## config.mk

```make
export PLATFORM = sky130hd
export DESIGN_NAME = ps2_key_matrix
export DESIGN_NICKNAME = d
export VERILOG_FILES = /design/src/rtl/ps2_key_matrix.sv
export SDC_FILE = /design/constraint.sdc
export NUM_CORES = 1
export LEC_CHECK = 0
export ABC_CLOCK_PERIOD_IN_PS = 10900
export CAP_MARGIN = 10
export CELL_PAD_IN_SITES_DETAIL_PLACEMENT = 1
export CELL_PAD_IN_SITES_GLOBAL_PLACEMENT = 1
export CORE_UTILIZATION = 40
export CTS_CLUSTER_DIAMETER = 30
export DETAILED_ROUTE_END_ITERATION = 8
export PLACE_DENSITY = 0.7
export SYNTH_ARGS = -nofsm -noshare
export SYNTH_HDL_FRONTEND = slang
export SYNTH_SLANG_ARGS = --single-unit
```

## constraint.sdc

```tcl
create_clock -name clk -period 10.9 [get_ports clk]
set_input_delay 2.18 -clock clk [delete_from_list [all_inputs] [get_ports clk]]
set_output_delay 2.18 -clock clk [all_outputs]
set_load 0.01 [all_outputs]
```

## src/rtl/ps2_key_matrix.sv

```systemverilog
// PS/2 keyboard receiver: filters the lines, frames bytes, tracks held keys and queues press/release events.
// Optional build macro PS2_PARITY_CHECK_EN rejects frames whose odd parity is wrong.
module ps2_key_matrix #(
    parameter int unsigned CLK_DIV        = 4,
    parameter int unsigned FILTER_LEN     = 8,
    parameter int unsigned NUM_KEYS       = 21,
    parameter logic [NUM_KEYS*8-1:0] KEYMAP =
        168'h3A_31_32_2A_21_22_1A_3B_33_34_2B_23_1B_1C_3C_35_2C_2D_24_1D_15,
    parameter int unsigned FIFO_DEPTH     = 8,
    parameter int unsigned TIMEOUT_CYCLES = 200000
) (
    input  logic                clk,
    input  logic                rst,
    input  logic                ps2_clk,
    input  logic                ps2_dat,
    output logic [NUM_KEYS-1:0] key_state,
    output logic                evt_valid,
    input  logic                evt_ready,
    output logic [4:0]          evt_key,
    output logic                evt_release,
    output logic                frame_err,
    output logic                overflow
);

    localparam int unsigned DW = (CLK_DIV > 1) ? $clog2(CLK_DIV) : 1;
    localparam int unsigned AW = $clog2(FIFO_DEPTH);
    localparam int unsigned TW = $clog2(TIMEOUT_CYCLES + 1);
    localparam int unsigned EW = 6;

    typedef enum logic [1:0] {IDLE, DATA, PARITY, STOP} state_t;

    state_t            state, state_n;
    logic [1:0]        clk_sync, dat_sync;
    logic [DW-1:0]     div_cnt;
    logic              tick_c;
    logic [FILTER_LEN-1:0] clk_flt, dat_flt;
    logic              clk_f, dat_f, clk_f_q, fall_c;
    logic [7:0]        shreg;
    logic [2:0]        bit_cnt;
    logic              par_bit;
    logic [TW-1:0]     to_cnt;
    logic              timeout_c, stop_ok_c, byte_ok_c, frame_err_c;
    logic              brk, ext, brk_n, ext_n;
    logic [NUM_KEYS-1:0] ks_n;
    logic              push_q, push_n;
    logic [EW-1:0]     push_data_q, push_data_n;
    logic              hit_c;
    logic [4:0]        idx_c;
    logic [EW-1:0]     mem [FIFO_DEPTH];
    logic [AW:0]       wr_ptr, rd_ptr, wr_n, rd_n;
    logic              full_c, pop_c, push_do_c;
    logic [EW-1:0]     head, head_n;

    // Two-flop synchronisers and sample-tick divider
    always_ff @(posedge clk or negedge rst) begin
        if (!rst) begin
            clk_sync <= 2'b11;
            dat_sync <= 2'b11;
            div_cnt  <= '0;
        end else begin
            clk_sync <= {clk_sync[0], ps2_clk};
            dat_sync <= {dat_sync[0], ps2_dat};
            div_cnt  <= tick_c ? '0 : div_cnt + DW'(1);
        end
    end

    assign tick_c = (div_cnt == DW'(CLK_DIV - 1));

    // Majority-free glitch filter: a line moves only when every sample agrees
    always_ff @(posedge clk or negedge rst) begin
        if (!rst) begin
            clk_flt <= '1;
            dat_flt <= '1;
            clk_f   <= 1'b1;
            dat_f   <= 1'b1;
            clk_f_q <= 1'b1;
        end else begin
            if (tick_c) begin
                clk_flt <= {clk_flt[FILTER_LEN-2:0], clk_sync[1]};
                dat_flt <= {dat_flt[FILTER_LEN-2:0], dat_sync[1]};
            end
            if (&clk_flt)            clk_f <= 1'b1;
            else if (clk_flt == '0)  clk_f <= 1'b0;
            if (&dat_flt)            dat_f <= 1'b1;
            else if (dat_flt == '0)  dat_f <= 1'b0;
            clk_f_q <= clk_f;
        end
    end

    assign fall_c = clk_f_q & ~clk_f;

`ifdef PS2_PARITY_CHECK_EN
    assign stop_ok_c = dat_f & (^{shreg, par_bit});
`else
    logic unused_par_c;
    assign unused_par_c = par_bit;
    assign stop_ok_c    = dat_f;
`endif

    always_ff @(posedge clk or negedge rst) begin
        if (!rst) state <= IDLE;
        else      state <= state_n;
    end

    always_comb begin
        state_n     = state;
        frame_err_c = 1'b0;
        byte_ok_c   = 1'b0;
        timeout_c   = (state != IDLE) && !fall_c && (to_cnt == TW'(TIMEOUT_CYCLES - 1));
        if (timeout_c) begin
            state_n     = IDLE;
            frame_err_c = 1'b1;
        end else if (fall_c) begin
            case (state)
                IDLE:    if (!dat_f) state_n = DATA;
                DATA:    if (bit_cnt == 3'd7) state_n = PARITY;
                PARITY:  state_n = STOP;
                STOP: begin
                    state_n = IDLE;
                    if (stop_ok_c) byte_ok_c   = 1'b1;
                    else           frame_err_c = 1'b1;
                end
                default: state_n = IDLE;
            endcase
        end
    end

    // Frame datapath and inter-edge watchdog
    always_ff @(posedge clk or negedge rst) begin
        if (!rst) begin
            shreg   <= '0;
            bit_cnt <= '0;
            par_bit <= 1'b0;
            to_cnt  <= '0;
        end else begin
            to_cnt <= (state == IDLE || fall_c || timeout_c) ? '0 : to_cnt + TW'(1);
            if (fall_c) begin
                case (state)
                    IDLE:    bit_cnt <= '0;
                    DATA: begin
                        shreg   <= {dat_f, shreg[7:1]};
                        bit_cnt <= bit_cnt + 3'd1;
                    end
                    PARITY:  par_bit <= dat_f;
                    default: ;
                endcase
            end
        end
    end

    // Byte decode: prefix flags, lowest-index keymap match, key tracking
    always_comb begin
        brk_n       = brk;
        ext_n       = ext;
        ks_n        = key_state;
        push_n      = 1'b0;
        push_data_n = '0;
        hit_c       = 1'b0;
        idx_c       = '0;
        for (int i = 0; i < int'(NUM_KEYS); i++) begin
            if (!hit_c && KEYMAP[8*i +: 8] == shreg) begin
                hit_c = 1'b1;
                idx_c = 5'(i);
            end
        end
        if (byte_ok_c) begin
            if (shreg == 8'hF0)      brk_n = 1'b1;
            else if (shreg == 8'hE0) ext_n = 1'b1;
            else begin
                brk_n = 1'b0;
                ext_n = 1'b0;
                if (!ext && hit_c) begin
                    if (!brk && !key_state[idx_c]) begin
                        ks_n[idx_c] = 1'b1;
                        push_n      = 1'b1;
                        push_data_n = {idx_c, 1'b0};
                    end else if (brk && key_state[idx_c]) begin
                        ks_n[idx_c] = 1'b0;
                        push_n      = 1'b1;
                        push_data_n = {idx_c, 1'b1};
                    end
                end
            end
        end
    end

    always_ff @(posedge clk or negedge rst) begin
        if (!rst) begin
            brk         <= 1'b0;
            ext         <= 1'b0;
            key_state   <= '0;
            push_q      <= 1'b0;
            push_data_q <= '0;
            frame_err   <= 1'b0;
        end else begin
            brk         <= brk_n;
            ext         <= ext_n;
            key_state   <= ks_n;
            push_q      <= push_n;
            push_data_q <= push_data_n;
            frame_err   <= frame_err_c;
        end
    end

    // Event FIFO with a registered head word
    assign full_c    = (wr_ptr[AW] != rd_ptr[AW]) && (wr_ptr[AW-1:0] == rd_ptr[AW-1:0]);
    assign pop_c     = evt_valid & evt_ready;
    assign push_do_c = push_q & (~full_c | pop_c);
    assign wr_n      = wr_ptr + (AW+1)'(push_do_c);
    assign rd_n      = rd_ptr + (AW+1)'(pop_c);
    assign head_n    = (push_do_c && wr_ptr[AW-1:0] == rd_n[AW-1:0]) ? push_data_q
                                                                     : mem[rd_n[AW-1:0]];

    always_ff @(posedge clk) begin
        if (push_do_c) mem[wr_ptr[AW-1:0]] <= push_data_q;
    end

    always_ff @(posedge clk or negedge rst) begin
        if (!rst) begin
            wr_ptr    <= '0;
            rd_ptr    <= '0;
            evt_valid <= 1'b0;
            head      <= '0;
            overflow  <= 1'b0;
        end else begin
            wr_ptr    <= wr_n;
            rd_ptr    <= rd_n;
            evt_valid <= (wr_n != rd_n);
            head      <= head_n;
            overflow  <= overflow | (push_q & full_c & ~pop_c);
        end
    end

    assign evt_key     = head[EW-1:1];
    assign evt_release = head[0];

endmodule

```

# == Word level (Yosys, flattened, before mapping) ==
# Memories as Yosys holds them, arrays and structs flattened. A register that Yosys moved wholly into a read port is not among the register bits.
# Index checks and enable logic that the tools add are counted.
# op_classes
n_eq_ne,35
n_addsub,5
bitwise_logic,15
n_reduce_logical,71
mux,84
order_cmp,2
# op_table
operator,n
$eq A6 B8 Y1 const A,16
$mux W5,17
$mux W1,47
$mux W21,2
$eq A5 B8 Y1 const A,5
$mux W6,6
$logic_and A1 B1 Y1,27
$logic_not A1 Y1,25
$and A21 B21 Y21,1
$not A21 Y21,1
$or A21 B21 Y21,1
$add A18 B1 Y18 const B,1
$eq A18 B18 Y1 const B,1
$mux W18,1
$eq A8 B8 Y1 const B,2
$logic_not A8 Y1,2
$reduce_and A8 Y1,2
$mux W2,7
$reduce_bool A2 Y1,6
$add A4 B1 Y4,2
$pmux W2 S4,1
$reduce_and A2 Y1,4
$eq A2 B2 Y1 const B,3
$lt A5 B6 Y1 const B,1
20 further kinds,31
# totals
mem_count,1
mem_bits_rw,48
in_bits,5
register_bits,97
out_inout_bits,30
# mem_list
name,words,width,read_ports,rd_clocked_by_memory_dff,wr,line_no,rtl
mem,8,6,1,1,1,49,logic [EW-1:0] mem [FIFO_DEPTH];

# == Logic depth before layout (Yosys ltp) ==
# Gate-level depths: netlist of run 1.
# logic_depth
word_depth,71
depth_mapped,17
depth_no_buf,13

# == Worst setup path before layout of run 1 ==
# OpenSTA, ideal clock, no wires.
# synth_path
path_kind,input port to flip-flop
from,in evt_ready
to,reg head[3] (read register of mem)
arrival_time_ns,4.161
path_slack_ns,6.602
stages,7
setup_ns,0.137
required_ns,10.763
n_path_buf,2
path_cell_list,and2_1 ha_1 clkbuf_1 buf_1 mux4_2 mux2i_1 a21oi_1
# synth_via
elab_chain_len,2
# synth_lines
item,line_no,rtl
"start, declared",18,"input logic evt_ready,"
$and A1 B1 Y1,207,assign pop_c = evt_valid & evt_ready;
$add A4 B1 Y4,210,assign rd_n = rd_ptr + (AW+1)'(pop_c);
via rd_n[0],50,"logic [AW:0] wr_ptr, rd_ptr, wr_n, rd_n;"
"end, declared",52,"logic [EW-1:0] head, head_n;"
# The timed path passes the listed nets, and every way through them passes these cells.
# A chain may end at the register's enable or synchronous reset.

==> results of run 1 <==
kinds of logic (layout without fill, tap and decap cells):
kind of cell | after synthesis | count (layout) | synth area share
flip-flops | 151 | 151 | 0.571
buffers and inverters | 40 | 75 | 0.0244
XOR/XNOR | 32 | 32 | 0.0396
multiplexers | 77 | 77 | 0.139
AND/OR/NAND/NOR | 189 | 189 | 0.144
adder cells (fa/ha/maj) | 14 | 14 | 0.0247
AO/OA/AOI/OAI | 53 | 53 | 0.0569
through the flow:
| step | setup slack (ns) | instance area, sq um |
|---|---|---|
| floorplan | 6.60 | 7080 |
| global placement | 6.02 | 7570 |
| detailed placement | 5.87 | 7570 |
| CTS | 6.17 | 8160 |
| global route | 5.72 | 8160 |
| finish | 6.17 | 8160 |
cell usage in the layout (no fill, tap or decap), types with 7 or more instances in the layout:
cell type / Yosys / routed
edfxtp_1: 48 / 48
nor2b_1: 8 / 8
clkdlybuf4s50_1: 0 / 33
mux2_2: 48 / 48
nor3_1: 15 / 15
inv_1: 7 / 7
nand2b_1: 9 / 9
nand2_1: 25 / 25
dfstp_2: 23 / 23
dfrtp_1: 80 / 80
ha_1: 14 / 14
o21ai_0: 7 / 7
xnor2_1: 19 / 19
and3_1: 8 / 8
nor2_1: 52 / 52
nor4_1: 10 / 10
nand4_1: 12 / 12
clkbuf_16: 0 / 17
mux2i_1: 15 / 15
mux4_2: 12 / 12
nand3_1: 18 / 18
xor2_1: 13 / 13
a21oi_1: 12 / 12
power groups by stage:
stage	sequential, W	clock, W	combinational [W]
floorplan	0.000625	0	0.0000570
global placement	0.000635	0	0.0000664
detailed placement	0.000636	0	0.0000720
CTS	0.000626	0.000614	0.0000723
global route	0.000630	0.000633	0.0000829
finish	0.000626	0.000597	0.0000705
cell usage after synthesis, types with 13 or more instances:
| master | count |
|---|---|
| dfrtp_1 | 80 |
| nor2_1 | 52 |
| edfxtp_1 | 48 |
| mux2_2 | 48 |
| nand2_1 | 25 |
| dfstp_2 | 23 |
| xnor2_1 | 19 |
| nand3_1 | 18 |
| clkbuf_1 | 17 |
| mux2i_1 | 15 |
| nor3_1 | 15 |
| ha_1 | 14 |
| xor2_1 | 13 |
layer usage:
layer,vias to the layer above,routed length (um),track usage
met5,-,0,0
met4,0,244,0.0687
met3,20,398,0.0402
met2,55,7620,0.303
met1,2304,6490,0.228
li1,2096,-,-
final cells by class:
cell class | count | area share
clock buffers | 18 | 0.0526
clock inverters | 14 | 0.0199
inverters | 8 | 0.00368
multi-input cells | 365 | 0.351
flip-flops and latches | 151 | 0.496
well taps | 225 | 0.0345
repair buffers | 35 | 0.0423
worst max-delay path: cells and delay by family (launching register included):
kind | cells | cell delay (ns)
and+or+nand+nor | 4 | 1.89
AOI/OAI and AO/OA | 3 | 0.57
adders and majority gates | 1 | 0.26
muxes | 4 | 1.00
DFF | 1 | 0.87
final timing paths:
path | startpoint | endpoint | slack, ns | cells after the start
worst min-delay path | clk_sync[0]$_DFF_PN1_ | clk_sync[1]$_DFF_PN1_ | 0.35 | 0
worst max register to register | shreg[3]$_DFFE_PN0P_ | flop | 6.17 | 12
min in group asynchronous | rst | overflow$_DFF_PN0_ | 1.79 | 1
worst min register to register | clk_sync[0]$_DFF_PN1_ | clk_sync[1]$_DFF_PN1_ | 0.35 | 0
worst max-delay path | shreg[3]$_DFFE_PN0P_ | flop | 6.17 | 12
max in group asynchronous | rst | to_cnt[10]$_DFF_PN0_ | 7.98 | 2
==> impl_metrics.ini, run 1 <==
[outcome]
status = finished clean

[synthesis]
syn_inst = 556
ys.flop_type = dfrtp_1
ys_top_cells_by_area = dfrtp_1 (28%), edfxtp_1 (20%), dfstp_2 (8.5%)
synth_top_area_share = 0.283
ys_ff_latch = 151
synth_edf_count = 48
netlist_area_sq_um = 7080
syn_nets = 575
async_reset_ff_frac = 0.682
ys_warn_count = 0
yosysUniqueCellTypes = 69
yosys.area.top_type = dfrtp_1
syn_area_per_cell_sq_um = 12.7
ys_seq_area_frac = 0.571

[finish]
syn_to_final_growth_pct = 15.2
final_util = 0.472
drive_gt1_frac = 0.210
regArea_sq_um = 4050
fillers = 1780
finalNonFillerCells = 816
diodes = 0
multiInputGateArea_sq_um = 2860
finalNetCount = 597

[floorplanning]
start_util = 0.410
die_area_sq_um = 18200
io_pins = 35
core-area_sq_um = 17300
rows = 48
die_y_um = 135
die_w_um = 135

[timing]
finalClockSkew_ns = 0.0108
slew_viol_final = 0
setup_viol = 0
max_slew.worst_pin.slew_ns = 1.18
period_share = 0.434
min_period_ns = 4.73
slew_headroom = 0.211
fmax_mhz = 212
hold-worst-slack_ns = 0.354
hold_violations = 0
rsz0062_at_grt = no
fin_setup_tns_ns = 0

[routing]
wl_per_cell_um = 18.1
wl_um = 14800
first_pass_iters = 4
viasPerCell = 5.48
drcViolationCount = 0
first_iter_violations = 268
vias = 4475
ant_nets = 0

[power]
total_power_w = 0.00129
seq_power_share = 0.484
power.density_nw_per_um2 = 158
peakVddDrop_mv = 0.118
switching_share = 0.247
p_leak_nw = 3.40
p_sw_w = 0.000319
power_frac_clock = 0.462
power_frac_comb = 0.055
internal_power_w = 0.000973

[run]
cap_violations = 0

[clocking]
cts_htree_levels = 4
cts_setup_buffers = 0
cts_buffers = 17
cts.sinks = 151
cts_root_buffer = clkbuf_16
cts_tree = built
clk_latency_ns = 0.43
cts.clk_slew.worst_paths_ns = 0.07
cts.repair.resized = 0
hold_buffers = 0
clockBufferDepth = 2

[global_routing]
grt_pass1_wl_um = 25200
gr-usage-all-layers = 0.181
grt_overflow_total = 0
antenna_found_initial = 0
grt_max_degree = 56
grt_pass1_vias = 4792

[worst_setup_path]
critPathRequiredTime_ns = 11.21
crit_arrival_ns = 5.03
cp_slowest_cell = nor4_2
path_max_fanout = 27
cp_slowest_stage_delay_ns = 0.92
crit_type = reg -> reg
worstSetupEndpointType = flop
cpMostUsedCell = mux2i_1
path_cells = or4b_2, a21oi_1, nor4_2, mux2i_1, mux2i_1, mux2_2, o211ai_1, ha_1, nor3_1, o31ai_2, or4_1, mux2_1
startpoint_type = flop

[place]
dp_hpwl_um = 9920
gp_congestion = 0.771
portBuffers = 34
dpl.cell_count = 784

[worst_hold_path]
min-delay-path-class = reg -> reg
(Power assumes the default switching activity.)
==> run 2: changes to the inputs <==
ABC_CLOCK_PERIOD_IN_PS = 4200   (was 10900)
PLACE_DENSITY = 0.73   (was 0.7)
clock period = 4.2 ns   (was 10.9 ns; I/O delays follow)
==> run 2 against run 1 <==
Combinational power rose to 2.7 times the previous value; setup slack got worse by 6.0 ns; register-to-register slack got worse by 6.0 ns; first-iteration DRC count rose by 3.0%; power rose to 2.7 times the previous value; final area rose by 4.4%; clock skew up 0.0070 ns; flip-flop and latch count unchanged; cell count rose by 3.9%; via count grew 3.9%; fmax up 16%.
==> impl_metrics.ini, run 2 (synthesized netlist as in run 1, its figures left out) <==
[worst_setup_path]
startpoint_type = flop
worstSetupEndpointType = flop
crit_arrival_ns = 4.39
path_cells = nor4b_1, and3_1, a31oi_1, nand3_1, o221ai_1, a21oi_1, o211ai_1, ha_1, nor3_2, o31ai_4, buf_4, nor4_1, mux2_2
cp_slowest_cell = nor4b_1
crit_buf_inv = 1
crit_type = reg -> reg
cp_top_family = simple AND/OR/NAND/NOR gates
cp_slowest_stage_delay_ns = 0.54
path_max_fanout = 11
critPathRequiredTime_ns = 4.52

[clocking]
clk_latency_ns = 0.43
cts_htree_levels = 4
cts.clk_slew.worst_paths_ns = 0.07
cts_root_buffer = clkbuf_16
cts.sinks = 151
clockBufferDepth = 2
cts_buffers = 17
cts_tree = built

[place]
dp_hpwl_um = 10500
place_ws_ns = -0.127
portBuffers = 34
placed_area_sq_um = 7750
gp_congestion = 0.809

[finish]
final_cell_area_sq_um = 8520
diodes = 0
final_cell_mix = dfrtp_1 (77), nor2_1 (52), mux2_2 (48), edfxtp_1 (48)
syn_to_final_growth_pct = 20.3
layout_commonest_cell = dfrtp_1
drive_gt1_frac = 0.270
finalNetCount = 629
final_util = 0.493

[routing]
wl_um = 16100
first_pass_iters = 4
ant_nets = 0
vias = 4648
drcViolationCount = 0
first_iter_violations = 276
viasPerCell = 5.48
wl_per_cell_um = 19.0

[global_routing]
grt_overflow_total = 0
grt_max_degree = 80
grt_pass1_wl_um = 25800
gr-usage-all-layers = 0.185
antenna_found_initial = 0
grt_pass1_vias = 4914

[power]
p_sw_w = 0.000855
peakVddDrop_mv = 0.254
internal_power_w = 0.00260
power_frac_clock = 0.475
p_leak_nw = 3.59
seq_power_share = 0.471
power_frac_comb = 0.054
power.density_nw_per_um2 = 405
switching_share = 0.247
total_power_w = 0.00346

[timing]
max_slew.worst_pin.slew_ns = 1.06
min_period_ns = 4.06
slew_headroom = 0.292
setup_viol = 0
period_share = 0.968
fmax_mhz = 246
hold_violations = 0
finalClockSkew_ns = 0.0177
setup_slack_ns = 0.135
slew_viol_final = 0

[floorplanning]
rows = 48
start_util = 0.410
die_area_sq_um = 18200
die_w_um = 135
core-area_sq_um = 17300
io_pins = 35
die_y_um = 135

[outcome]
status = finished clean

[worst_hold_path]
min-delay-path-class = reg -> reg

[run]
cap_violations = 0
run 2: cell types whose count changed in the layout (fill, tap and decap cells not counted), moves of 3 or more:
cell     before  now
dfrtp_2       0    3
buf_4         2   33
nor3_2        0    3
nor3_1       15   12
dfrtp_1      80   77
run 2: final cells by class:
cell class                 count  area [sq um]
fill                        1787          8770
sequential                   151          4050
multi-input combinational    366          2950
timing repair buffer          66           578
clock buffer                  17           425
tap                          225           282
clock inverter                15           206
inverter                       8          30.0
run 2: per-layer routing:
metal  routed length (um)  global-route usage
met2                 8230               0.308
met3                  506              0.0428
met4                  221              0.0574
met5                    0                   0
met1                 7120               0.239
run 2: per-stage QoR:
stage | hold WS [ns] | instances | TNS (ns)
floorplan | 0.345 | 556 | 0
finish | 0.356 | 848 | 0
CTS | 0.356 | 840 | 0
global placement | 0.346 | 808 | 0
global route | 0.353 | 848 | -0.0511
detailed placement | 0.348 | 808 | -0.673
run 2: repair_timing:
item / CTS / global route
endpoints found under the hold margin: 0 / 0
pin swaps: 0 / 3
cloned: 0 / 1
setup buffers: 0 / 7
gates resized for setup: 1 / 15
endpoints found under the setup margin: 19 / 21
hold buffers: 0 / 0
run 2: path summary, 6_finish.rpt:
path / from / to / slack [ns] / cells past startpoint
max: shreg[6]$_DFFE_PN0P_ / flop / 0.14 / 13
min: dat_sync[0]$_DFF_PN1_ / dat_sync[1]$_DFF_PN1_ / 0.36 / 0
max reg2reg: shreg[6]$_DFFE_PN0P_ / flop / 0.14 / 13
min reg2reg: dat_sync[0]$_DFF_PN1_ / dat_sync[1]$_DFF_PN1_ / 0.36 / 0
max in group asynchronous: rst / dat_flt[6]$_DFFE_PN1P_ / 2.60 / 2
min in group asynchronous: rst / to_cnt[15]$_DFF_PN0_ / 0.61 / 1
run 2: power by group through the flow:
stage / clock [W] / combinational [W] / sequential, W
after global routing: 0.00173 / 0.000216 / 0.00163
after floorplan: 0 / 0.000148 / 0.00162
final: 0.00164 / 0.000188 / 0.00163
after CTS: 0.00168 / 0.000192 / 0.00162
after global placement: 0 / 0.000176 / 0.00164
after detailed placement: 0 / 0.000189 / 0.00165
